### config.mk
export PLATFORM = sky130hd
export DESIGN_NAME = div_seq
export DESIGN_NICKNAME = d
export VERILOG_FILES = /design/src/rtl/div_seq.sv
export SDC_FILE = /design/constraint.sdc
export NUM_CORES = 1
export LEC_CHECK = 0
export BUFFER_PORTS_ARGS = -buffer_cell sky130_fd_sc_hd__buf_4
export CORE_MARGIN = 3
export CORE_UTILIZATION = 64
export DETAILED_ROUTE_END_ITERATION = 10
export PLACE_DENSITY_LB_ADDON = 0.3
export SLEW_MARGIN = 20
export SYNTH_ARGS = -nofsm -noshare
export SYNTH_HDL_FRONTEND = slang
export SYNTH_SLANG_ARGS = --single-unit
### constraint.sdc
create_clock -name clk -period 9.1 [get_ports clk]
set_input_delay 0 -clock clk [delete_from_list [all_inputs] [get_ports clk]]
set_output_delay 0 -clock clk [all_outputs]
set_load 0.02 [all_outputs]
### src/rtl/div_seq.sv
// Radix-2 restoring divider for RV32M DIV/DIVU/REM/REMU in the EXECUTE stage.
// Latency: 1 IDLE + WIDTH BUSY stall cycles, result in DONE; div-by-zero/overflow stall 1 cycle.
// Backpressure: div_stall freezes IF/ID/EX until DONE; flush aborts any state back to IDLE.
module div_seq #(
    parameter int WIDTH = 32
) (
    input  logic             clk,
    input  logic             rst_n,
    input  logic             div_en_e,
    input  logic [2:0]       funct3_e,
    input  logic [WIDTH-1:0] src_a_e,
    input  logic [WIDTH-1:0] src_b_e,
    input  logic             flush,
    output logic             div_stall,
    output logic             div_valid,
    output logic [WIDTH-1:0] div_result
);

    localparam int CW = (WIDTH > 1) ? $clog2(WIDTH) : 1;
    localparam logic [WIDTH-1:0] MIN_NEG = {1'b1, {(WIDTH-1){1'b0}}};

    typedef enum logic [1:0] {IDLE, BUSY, DONE} state_t;

    state_t           state_q;
    logic [CW-1:0]    count_q;
    logic             is_rem_q;
    logic             sgn_a_q;
    logic             sgn_b_q;
    logic [WIDTH-1:0] rem_q;
    logic [WIDTH-1:0] quo_q;
    logic [WIDTH-1:0] dvs_q;
    logic [WIDTH-1:0] result_q;

    // Opcode bit 2 is always set for divides; it carries no information here.
    logic unused_funct3;
    assign unused_funct3 = funct3_e[2];

    logic             is_signed_in;
    logic             sgn_a_in;
    logic             sgn_b_in;
    logic [WIDTH-1:0] abs_a_in;
    logic [WIDTH-1:0] abs_b_in;
    logic             div_zero_in;
    logic             ovf_in;

    assign is_signed_in = ~funct3_e[0];
    assign sgn_a_in     = is_signed_in & src_a_e[WIDTH-1];
    assign sgn_b_in     = is_signed_in & src_b_e[WIDTH-1];
    assign abs_a_in     = sgn_a_in ? -src_a_e : src_a_e;
    assign abs_b_in     = sgn_b_in ? -src_b_e : src_b_e;
    assign div_zero_in  = (src_b_e == '0);
    assign ovf_in       = is_signed_in & (src_a_e == MIN_NEG) & (src_b_e == '1);

    // One restoring step; the shifted remainder needs WIDTH+1 bits for unsigned divisors >= 2^(WIDTH-1).
    logic [WIDTH:0]   rem_sh;
    logic [WIDTH:0]   diff;
    logic             ge;
    logic [WIDTH-1:0] rem_nx;
    logic [WIDTH-1:0] quo_nx;
    logic [WIDTH-1:0] q_fix;
    logic [WIDTH-1:0] r_fix;

    assign rem_sh = {rem_q, quo_q[WIDTH-1]};
    assign diff   = rem_sh - {1'b0, dvs_q};
    assign ge     = ~diff[WIDTH];
    assign rem_nx = ge ? diff[WIDTH-1:0] : rem_sh[WIDTH-1:0];
    assign quo_nx = {quo_q[WIDTH-2:0], ge};
    assign q_fix  = (sgn_a_q ^ sgn_b_q) ? -quo_nx : quo_nx;
    assign r_fix  = sgn_a_q ? -rem_nx : rem_nx;

    always_ff @(posedge clk or negedge rst_n) begin
        if (!rst_n) begin
            state_q  <= IDLE;
            count_q  <= '0;
            is_rem_q <= 1'b0;
            sgn_a_q  <= 1'b0;
            sgn_b_q  <= 1'b0;
            rem_q    <= '0;
            quo_q    <= '0;
            dvs_q    <= '0;
            result_q <= '0;
        end else if (flush) begin
            state_q <= IDLE;
        end else begin
            case (state_q)
                IDLE: begin
                    if (div_en_e) begin
                        is_rem_q <= funct3_e[1];
                        sgn_a_q  <= sgn_a_in;
                        sgn_b_q  <= sgn_b_in;
                        quo_q    <= abs_a_in;
                        dvs_q    <= abs_b_in;
                        rem_q    <= '0;
                        count_q  <= '0;
                        if (div_zero_in) begin
                            result_q <= funct3_e[1] ? src_a_e : '1;
                            state_q  <= DONE;
                        end else if (ovf_in) begin
                            result_q <= funct3_e[1] ? '0 : src_a_e;
                            state_q  <= DONE;
                        end else begin
                            state_q <= BUSY;
                        end
                    end
                end
                BUSY: begin
                    rem_q   <= rem_nx;
                    quo_q   <= quo_nx;
                    count_q <= count_q + CW'(1);
                    if (count_q == CW'(WIDTH-1)) begin
                        result_q <= is_rem_q ? r_fix : q_fix;
                        state_q  <= DONE;
                    end
                end
                DONE:    state_q <= IDLE;
                default: state_q <= IDLE;
            endcase
        end
    end

    // Stall is raised combinationally in IDLE so the front end freezes in the accept cycle.
    assign div_stall  = rst_n & ~flush & (((state_q == IDLE) & div_en_e) | (state_q == BUSY));
    assign div_valid  = (state_q == DONE) & ~flush;
    assign div_result = result_q;

endmodule

## Word-level counts from Yosys, hierarchy flattened

Cells that the tools add are included.

| word-level totals | value |
|---|---|
| register bits after elaboration | 138 |
| logic and storage cells | 70 |

| operators by class | value |
|---|---|
| add/subtract/negate cells | 6 |
| equal/unequal tests | 10 |
| multiplexer cells | 25 |
| bitwise operators | 13 |
| reductions and logical operators | 7 |

Operator list:

| cell | number |
|---|---|
| 32-bit two-way mux | 14 |
| 32-bit case mux with 2 select lines | 3 |
| 32-bit negator | 4 |
| 32-bit equality test, second input constant | 2 |
| 33-bit by 32-bit subtractor with 33-bit output | 1 |
| 32-bit logical NOT | 1 |
| 2-bit two-way mux | 5 |
| 5-bit case mux with 2 select lines | 1 |
| 3-bit inequality test, second input constant | 3 |
| 1-bit bitwise AND | 8 |
| 3-bit AND reduction | 2 |
| 5-bit by 1-bit adder with 5-bit output, second input constant | 1 |
| 5-bit equality test, second input constant | 1 |
| 5-bit two-way mux | 1 |
| 5-bit AND reduction | 1 |
| 2-bit inequality test, second input constant | 2 |
| 2-bit case mux with 2 select lines | 1 |
| 1-bit inverter | 3 |
| 2-bit by 1-bit equality test with 1-bit output, second input constant | 1 |
| 2-bit equality test, second input constant | 1 |
| 2-bit logical NOT | 1 |
| 2-bit AND reduction | 1 |
| 2-bit nonzero test | 1 |
| 1-bit OR | 1 |
| 1-bit XOR | 1 |

## Depth between registers and ports, before layout

Gate-level depths: netlist (run 1).

| logic depth | value |
|---|---|
| word-level depth | 8 |
| depth in mapped cells | 24 |

## Worst setup path after synthesis (run 1)

No wires, ideal clock.

| path | value |
|---|---|
| path kind | reg2reg |
| start point | reg quo_q[31] |
| end point | reg result_q[26] (netlist: div_result[26]) |
| library setup time | 126 ps |
| data arrival time | 4436 ps |
| setup slack | 4538 ps |
| stages on the path, launching flop included | 24 |
| buffers on the path | 1 |
| clock period less this slack | 4562 ps |
| path through | dfrtp_1 > inv_1 > ha_1 > inv_1 > fa_1 > a211oi_2 > o211ai_2 > a211oi_2 > nor3_2 > nor3_2 > nor2_8 > inv_4 > clkbuf_1 > nand2_1 > o21ai_0 > inv_1 > ha_1 > and4_1 > nor4b_1 > a31oi_1 > nor4b_1 > or3_1 > a31oi_1 > o21ai_1 |

| between the ends | value |
|---|---|
| cells in the longest elaborated chain, start to end | 7 |
| elaborated cells on any way between the ends | 10 |
| those cells by class | add/sub (3); mux (6); bitwise (1) |

RTL lines:

| what | line | text |
|---|---|---|
| start: declaration | 30 | `logic [WIDTH-1:0] quo_q;` |
| start signal: assignment | 91 | `quo_q <= abs_a_in;` |
| start signal: assignment | 108 | `quo_q <= quo_nx;` |
| 33-bit by 32-bit subtractor with 33-bit output | 64 | `assign diff = rem_sh - {1'b0, dvs_q};` |
| 32-bit two-way mux or 1-bit inverter (tied branches) | 66, 65 |  |
| 32-bit negator (on tied branches) | 69, 68 |  |
| 32-bit two-way mux (on tied branches) | 69, 68 |  |
| 32-bit two-way mux * | 111 | `result_q <= is_rem_q ? r_fix : q_fix;` |
| 32-bit two-way mux * | 110 | `if (count_q == CW'(WIDTH-1)) begin` |
| 32-bit case mux with 2 select lines * | 85 | `case (state_q)` |
| end signal: assignment | 96 | `result_q <= funct3_e[1] ? src_a_e : '1;` |
| end signal: assignment | 99 | `result_q <= funct3_e[1] ? '0 : src_a_e;` |
| end signal: assignment | 111 |  |
| end: declaration | 32 | `logic [WIDTH-1:0] result_q;` |

Every way passes the cells marked *; elsewhere a longest branch is shown, timed or not. The select of a mux whose other input is x is not followed.
A chain may end at the register's enable or synchronous reset.

## Worst setup path in the final report (run 1)

| path | value |
|---|---|
| start point | reg quo_q[31] |
| end point | reg result_q[20] (netlist: div_result[20]) |

The elaborated chain is that of the path after synthesis.

==> flow_summary_export.csv, run 1 <==
group,metric,value,unit
flow_run,cap_violations,0,
timing,fin_crit_sh,68.7,%
timing,clock.fmax,0.160,GHz
route,drtIter0Drc,1645,
cts,root_buffer,"clkbuf_16",
yosys,synth_edf_count,0,
grt,gr-total-overflow,0,
die,num_rows,48,
pwr,peakVddDrop,0.228,mV
timing,tns,0,ns
final_layout,stdcell_count,1858,
timing,max_slew_margin,38.8,%
yosys,synth_top_area_share,29.7,%
critical_path,critPathRequiredTime,9.46,ns
timing,hold_viol_final,1,
place,place_inst,1780,
final_layout,drive_above_1_share,11.5,%
critical_path,end_kind,"flip-flop",
die,fp.dieW,141,um
status,status,"finished with violations",
pwr,power.density,353,mW/mm2
critical_path,cp-start-kind,"flip-flop",
cts,cts_buffer_depth,2,
route,vias,12449,
cts,cts_buffers,17,
critical_path,path_cells,"inv_1 -> ha_1 -> inv_1 -> fa_1 -> a211oi_2 -> o211ai_2 -> a211oi_2 -> nor3_2 -> nor3_2 -> nor2_8 -> inv_4 -> mux2i_1 -> ha_1 -> and4_1 -> nor4b_1 -> a31oi_1 -> o31ai_1 -> xor2_1 -> nor3_1 -> nor3_1",
yosys,synth_area,0.0116,mm2
pwr,leakagePower,0.00569,uW
yosys,netlist_top_cells_area,"dfrtp_1, a21oi_1, o21ai_0, nand2_1, xor2_1",
route,wl_per_cell,20.4,um
grt,grt_usage,37.9,%
cts,clk_latency,0.45,ns
route,viasPerCell,6.70,
die,boundaryPins,105,
critical_path,worstPathMaxFanout,40,
critical_path,cp.arrival,6.61,ns
grt,grt_pass1_vias,11721,
cts,clk_pin_slew_worst_paths,0.07,ns
status,violations,"hold timing",
place,hpwl,26000,um
yosys,synthDistinctLibCells,85,
timing,holdWs,-0.00402,ns
critical_path,crit_type,"flip-flop to flip-flop",
critical_path,slowest_stage,"nor3_2",
timing,period_minus_slack,6.25,ns
timing,finalMaxSlewViolations,0,
final_layout,final_core_util,77.1,%
die,initial_core_util,66.3,%
route,drc_errors,0,
place,io_buffers,103,
timing,worst_pin_slew,0.914,ns
yosys,ys_ff_latch,138,
final_layout,area_growth,16.3,%
cts,cts_setup_buffers,0,
route,wirelength,37800,um
critical_path,worst-path-buf-inv,3,
yosys,ys.flop_type,"dfrtp_1",
yosys,syn_nets,1630,
yosys,yosysSeqAreaShare,29.7,%
yosys,ys_warn_count,0,
grt,antenna_found_initial,1,
place,gp_congestion,0.961,
yosys,syn-instance-count,1519,
timing,rsz0062_at_grt,"no",
timing,skew,0.00898,ns
yosys,synth-async-reset-ratio,100,%
hold_path,holdCritPathClass,"input pin to flip-flop",
timing,finalSetupViolations,0,
grt,grt_pass1_wl,60800,um
yosys,yosysTopAreaCell,"dfrtp_1",
cts,cts_sinks,138,
critical_path,cp_top_family,"simple AND/OR/NAND/NOR gates",
route,antenna_left,0,
critical_path,cp_slowest_stage_delay,0.76,ns
route,drt-pass1-iter-count,6,
cts,cts_tree,"built",
die,core_area,0.0175,mm2
die,die-area,0.0198,mm2
yosys,avgSynthCellArea,7.65,um2
cts,cts.htree.levels,4,
die,fp.dieH,141,um
grt,grt_start_max_net_pins,78,
final_layout,finish.net_count,1730,
[registers in the layout, indices dropped and copies added (netlist names)]
register    count
sgn_b_q         1
dvs_q          32
sgn_a_q         1
rem_q          32
count_q         5
quo_q          32
state_q         2
div_result     32
is_rem_q        1
[tightest hold or removal path, cell delays in order]
cell,delay (ns)
buf_4,0.10
xnor2_1,0.07
nor2_1,0.08
a21oi_1,0.04
o21ai_0,0.12
[through the flow]
step	worst slack, ns	power [uW]	cell area, um2	hold slack [ns]
global placement	3.15	3860	12500	0.0785
finish	2.85	4770	13500	-0.00402
floorplan	4.54	3170	11600	-0.296
detailed placement	3.07	3940	12500	0.0841
global route	2.35	5080	13500	0.0369
CTS	2.97	4670	13500	0.00274
[final timing paths]
path / slack [ns] / cells past startpoint / start / end
min in group asynchronous: 0.13 / 2 / rst_n / dvs_q[5]
max in group asynchronous: 7.57 / 3 / rst_n / quo_q[22]
worst min-delay path: -0.004 / 5 / src_a_e[25] / quo_q[25]
worst max register to register: 2.85 / 20 / quo_q[31] / div_result[20]
worst min register to register: 0.48 / 2 / dvs_q[15] / dvs_q[15]
worst max-delay path: 2.85 / 20 / quo_q[31] / div_result[20]
[cell usage in the layout (no fill, tap or decap), drive strengths merged, types with 4 or more instances in the layout]
cell type    instances
inv                 60
nor3                46
and3                 6
xor2                70
nand3               14
a22o                10
or2                  9
nand2b              11
ha                  39
nor3b                6
dfrtp              138
or4                 15
o221ai               5
o22ai                7
nor4                20
dlygate4sd3         45
o211ai              15
clkbuf              19
a21oi              168
mux2i               31
a21o                 7
a211oi              13
xnor2               63
a41oi                4
nand2              194
o41ai                6
or3                 22
buf                118
a31oi               20
o21ai              189
o31ai               28
nor2               121
nand4               18
nor2b               10
clkinv              10
o21a                12
and2                11
[metal layers]
| layer | wire [um] | vias to the layer above | share of wire (%) | track usage, % |
|---|---|---|---|---|
| li1 | - | 5676 | - | - |
| met1 | 15100 | 5846 | 40 | 50.2 |
| met2 | 17400 | 772 | 46 | 60.9 |
| met3 | 3760 | 155 | 9.9 | 8.01 |
| met4 | 1560 | 0 | 4.1 | 15.0 |
| met5 | 0 | - | 0 | 0 |
[what timing repair did]
item / CTS / global route
hold buffers: 45 / 0
endpoints found under the hold margin: 118 / 0
resized for setup: 0 / 0
[report_power, final]
part	total (uW)	internal, uW	switching [uW]
clock network	686	385	302
registers	1110	839	275
logic	2970	1100	1870
total	4770	2320	2450
[Yosys cell counts (7+ instances only)]
cell / count
nor2_1: 119
nand2_1: 194
nor4_1: 17
nand2b_1: 11
o31ai_1: 28
and2_1: 10
o21a_1: 11
inv_1: 57
nor2b_1: 10
o21ai_1: 25
xnor2_1: 63
or3_1: 22
o211ai_1: 14
xor2_1: 70
clkbuf_1: 61
a22o_1: 10
a21o_1: 7
ha_1: 39
buf_2: 15
nor3_1: 43
nand4_1: 18
nand3_1: 14
o21ai_0: 163
mux2i_1: 31
or4_1: 13
o22ai_1: 7
dfrtp_1: 138
a211oi_1: 11
a21oi_1: 165
a31oi_1: 20
[cells by family (layout without fill, tap and decap cells)]
kind of cell / count (synthesis) / after routing / share of synthesized area (%)
xor+xnor: 133 / 133 / 10.0
other cells: 0 / 1 / 0
mux: 34 / 34 / 2.96
simple gates: 517 / 517 / 21.6
compound gates: 516 / 516 / 26.5
fa+ha+maj: 40 / 40 / 4.37
buf+inv: 141 / 254 / 4.74
flops: 138 / 138 / 29.7
[final cells by class]
type / instances / area [um2]
diodes: 1 / 2.50
clock buffers: 19 / 443
clock inverters: 13 / 123
fillers: 1271 / 4020
inverters: 59 / 224
multi-input cells: 1240 / 7650
flip-flops and latches: 138 / 3450
well taps: 225 / 282
repair buffers: 163 / 1340
(Power assumes the default switching activity.)
==> run 2: changes to the inputs <==
Settings changed: ABC_AREA set to 1, CORE_UTILIZATION 64 to 56.
Clock period 9.1 ns to 5.4 ns, I/O delays scaled along.
==> run 2 against run 1 <==
The flow now finishes without violations; synthesized area grew 8.4%; global-route usage fell by 4.1 points; count of clock-buffer cells in the layout is the same; flip-flop and latch count is the same; highest routed layer unchanged.
==> flow_summary_export.csv, run 2 <==
group,metric,value,unit
hold_path,hold_end,"quo_q[31]",
die,num_rows,54,
timing,rsz0062_at_grt,"no",
route,wirelength,41400,um
grt,gr-total-overflow,0,
cts,clk_pin_slew_worst_paths,0.06,ns
yosys,synth_edf_count,0,
route,drtIter0Drc,1765,
route,vias,14273,
yosys,synth-async-reset-ratio,100,%
timing,clock.fmax,0.211,GHz
final_layout,fill_cells,1930,
die,core_area,0.0220,mm2
route,met3_length,4030,um
yosys,ys_warn_count,0,
critical_path,reg2reg_depth,27,
cts,root_buffer,"clkbuf_16",
final_layout,final_core_util,66.4,%
final_layout,layout_commonest_cell,"nand2_1",
timing,fin_crit_sh,87.6,%
critical_path,worstPathMaxFanout,5,
grt,grt_pass1_wl,66400,um
final_layout,register_area,0.00345,mm2
yosys,syn-instance-count,2012,
cts,cts_setup_buffers,0,
timing,max_slew_margin,27.5,%
grt,grt_usage,33.8,%
timing,hold_viol_final,0,
yosys,synthDistinctLibCells,53,
timing,finalMaxSlewViolations,0,
yosys,ys_ff_latch,138,
status,status,"finished clean",
hold_path,holdCritPathClass,"input pin to flip-flop",
route,wl_met2,18100,um
critical_path,critPathRequiredTime,5.77,ns
final_layout,drive_above_1_share,10.3,%
critical_path,rr_endpoint,"div_result[30]",
final_layout,multiInputGateArea,0.00785,mm2
timing,worst_pin_slew,1.08,ns
critical_path,r2r_setup_slack,0.67,ns
route,routed.top_layer,"met4",
yosys,yosysSeqAreaShare,27.4,%
timing,skew,0.0138,ns
final_layout,final_cell_mix,"nand2_1, inv_1, o21ai_0",
route,m1WireLength,17400,um
grt,antenna_found_initial,0,
yosys,synthTopCellsByCount,"nand2_1, inv_1, o21ai_0",
critical_path,end_kind,"flip-flop",
final_layout,area_growth,15.9,%
die,die-area,0.0243,mm2
cts,cts_buffer_depth,2,
yosys,synth_area,0.0126,mm2
hold_path,min_delay_path_depth,3,
cts,cts_tree,"built",
cts,ctsResizeCount,0,
yosys,synth_top_area_share,27.4,%
die,initial_core_util,57.3,%
yosys,syn_nets,2123,
yosys,yosysTopAreaCell,"dfrtp_1",
route,viasPerCell,5.91,
timing,tns,0,ns
route,wl_per_cell,17.1,um
route,drt-pass1-iter-count,7,
timing,finalSetupViolations,0,
place,hpwl,29900,um
final_layout,finish.net_count,2233,
final_layout,stdcell_area,0.0146,mm2
flow_run,cap_violations,0,
place,place_area,0.0135,mm2
cts,clk_latency,0.44,ns
grt,grt_pass1_vias,13165,
yosys,netlist_top_cells_area,"dfrtp_1, nand2_1, o21ai_0, inv_1, nor2_1",
yosys,avgSynthCellArea,6.26,um2
cts,cts_sinks,138,
die,boundaryPins,105,
die,fp.dieW,156,um
critical_path,r2r_start,"quo_q[31]",
route,drc_errors,0,
critical_path,crit_type,"flip-flop to flip-flop",
cts,cts.htree.levels,4,
yosys,ys.flop_type,"dfrtp_1",
critical_path,cp.arrival,5.10,ns
die,fp.dieH,156,um
cts,cts_buffers,17,
grt,grt_start_max_net_pins,89,
place,io_buffers,103,
yosys,yosysMostFrequentCell,"nand2_1",
timing,period_minus_slack,4.73,ns
cts,cts_hold_buf,46,
hold_path,hp-start,"funct3_e[0]",
route,antenna_left,0,
place,gp_congestion,0.999,
critical_path,cp-start-kind,"flip-flop",
[run 2: cell types whose count changed in the layout (fill, tap and decap cells not counted), sizes merged, moves of 25 or more]
cell,before,now
inv,60,262
nand3,14,133
o31ai,28,1
mux2i,31,1
nand2,194,585
o21ai,189,231
nor2,121,183
a21oi,168,125
xor2,70,45
xnor2,63,23
[run 2: per-layer routing]
| layer | global-route usage, % | vias to the layer above |
|---|---|---|
| met4 | 13.6 | 0 |
| met5 | 0 | - |
| met2 | 51.9 | 843 |
| met3 | 5.35 | 136 |
| met1 | 47.6 | 6475 |
| li1 | - | 6819 |
[run 2: metrics by stage]
| step | hold slack [ns] | instances | worst slack, ns |
|---|---|---|---|
| finish | 0.00860 | 2416 | 0.669 |
| global route | 0.0264 | 2415 | 0.191 |
| CTS | 0.00372 | 2415 | 0.813 |
| detailed placement | 0.137 | 2337 | 0.866 |
| global placement | 0.128 | 2337 | 0.990 |
| floorplan | -0.296 | 2012 | 1.34 |
[run 2: cell type report]
type	instances	area share, %
clock inverters	13	1.06
clock buffers	19	3.10
inverters	261	6.71
multi-input cells	1540	53.8
repair buffers	164	9.25
well taps	280	2.40
diodes	1	0.0172
flip-flops and latches	138	23.7
[run 2: how the worst max path moves through the flow]
stage	from	endpoint	slack, ns	depth (start not counted)
floorplan	quo_q[31]	div_result[26]	1.34	28
global placement	quo_q[31]	div_result[30]	0.99	27
detailed placement	quo_q[31]	div_result[26]	0.87	26
CTS	quo_q[31]	div_result[30]	0.81	27
global route	quo_q[31]	div_result[26]	0.19	26
finish	quo_q[31]	div_result[30]	0.67	27
[run 2: cell families after synthesis]
kind of cell             count (synthesis)  synth area share (%)
AO/OA/AOI/OAI                          438                  19.3
XOR/XNOR                                68                  4.73
adder cells (fa/ha/maj)                 40                  4.03
buffers and inverters                  334                  10.4
flip-flops                             138                  27.4
multiplexers                             1                0.0795
AND/OR/NAND/NOR                        993                  34.0
[run 2: critical path, stage by stage (launching register included)]
cell and delay (ns):
dfrtp_1 0.36, inv_1 0.13, ha_1 0.16, inv_1 0.07
fa_1 0.44, nand2_1 0.09, nand2_1 0.06, nand3_1 0.08
nand2_1 0.11, nand2_1 0.08, nand2_1 0.11, nand2_2 0.14
nand3_2 0.15, nand2_4 0.14, ha_1 0.20, nand3_1 0.12
nor3_1 0.25, nand3_1 0.14, nor3_1 0.40, nand2_1 0.29
o31ai_1 0.43, o21a_1 0.24, nand2_1 0.06, a21oi_1 0.12
a21oi_1 0.08, nand2_1 0.10, nand2_1 0.06, nand2_1 0.05
Power of run 2 is not shown: default switching activity piles up to over one toggle a cycle in this logic, so the estimate is an artifact.
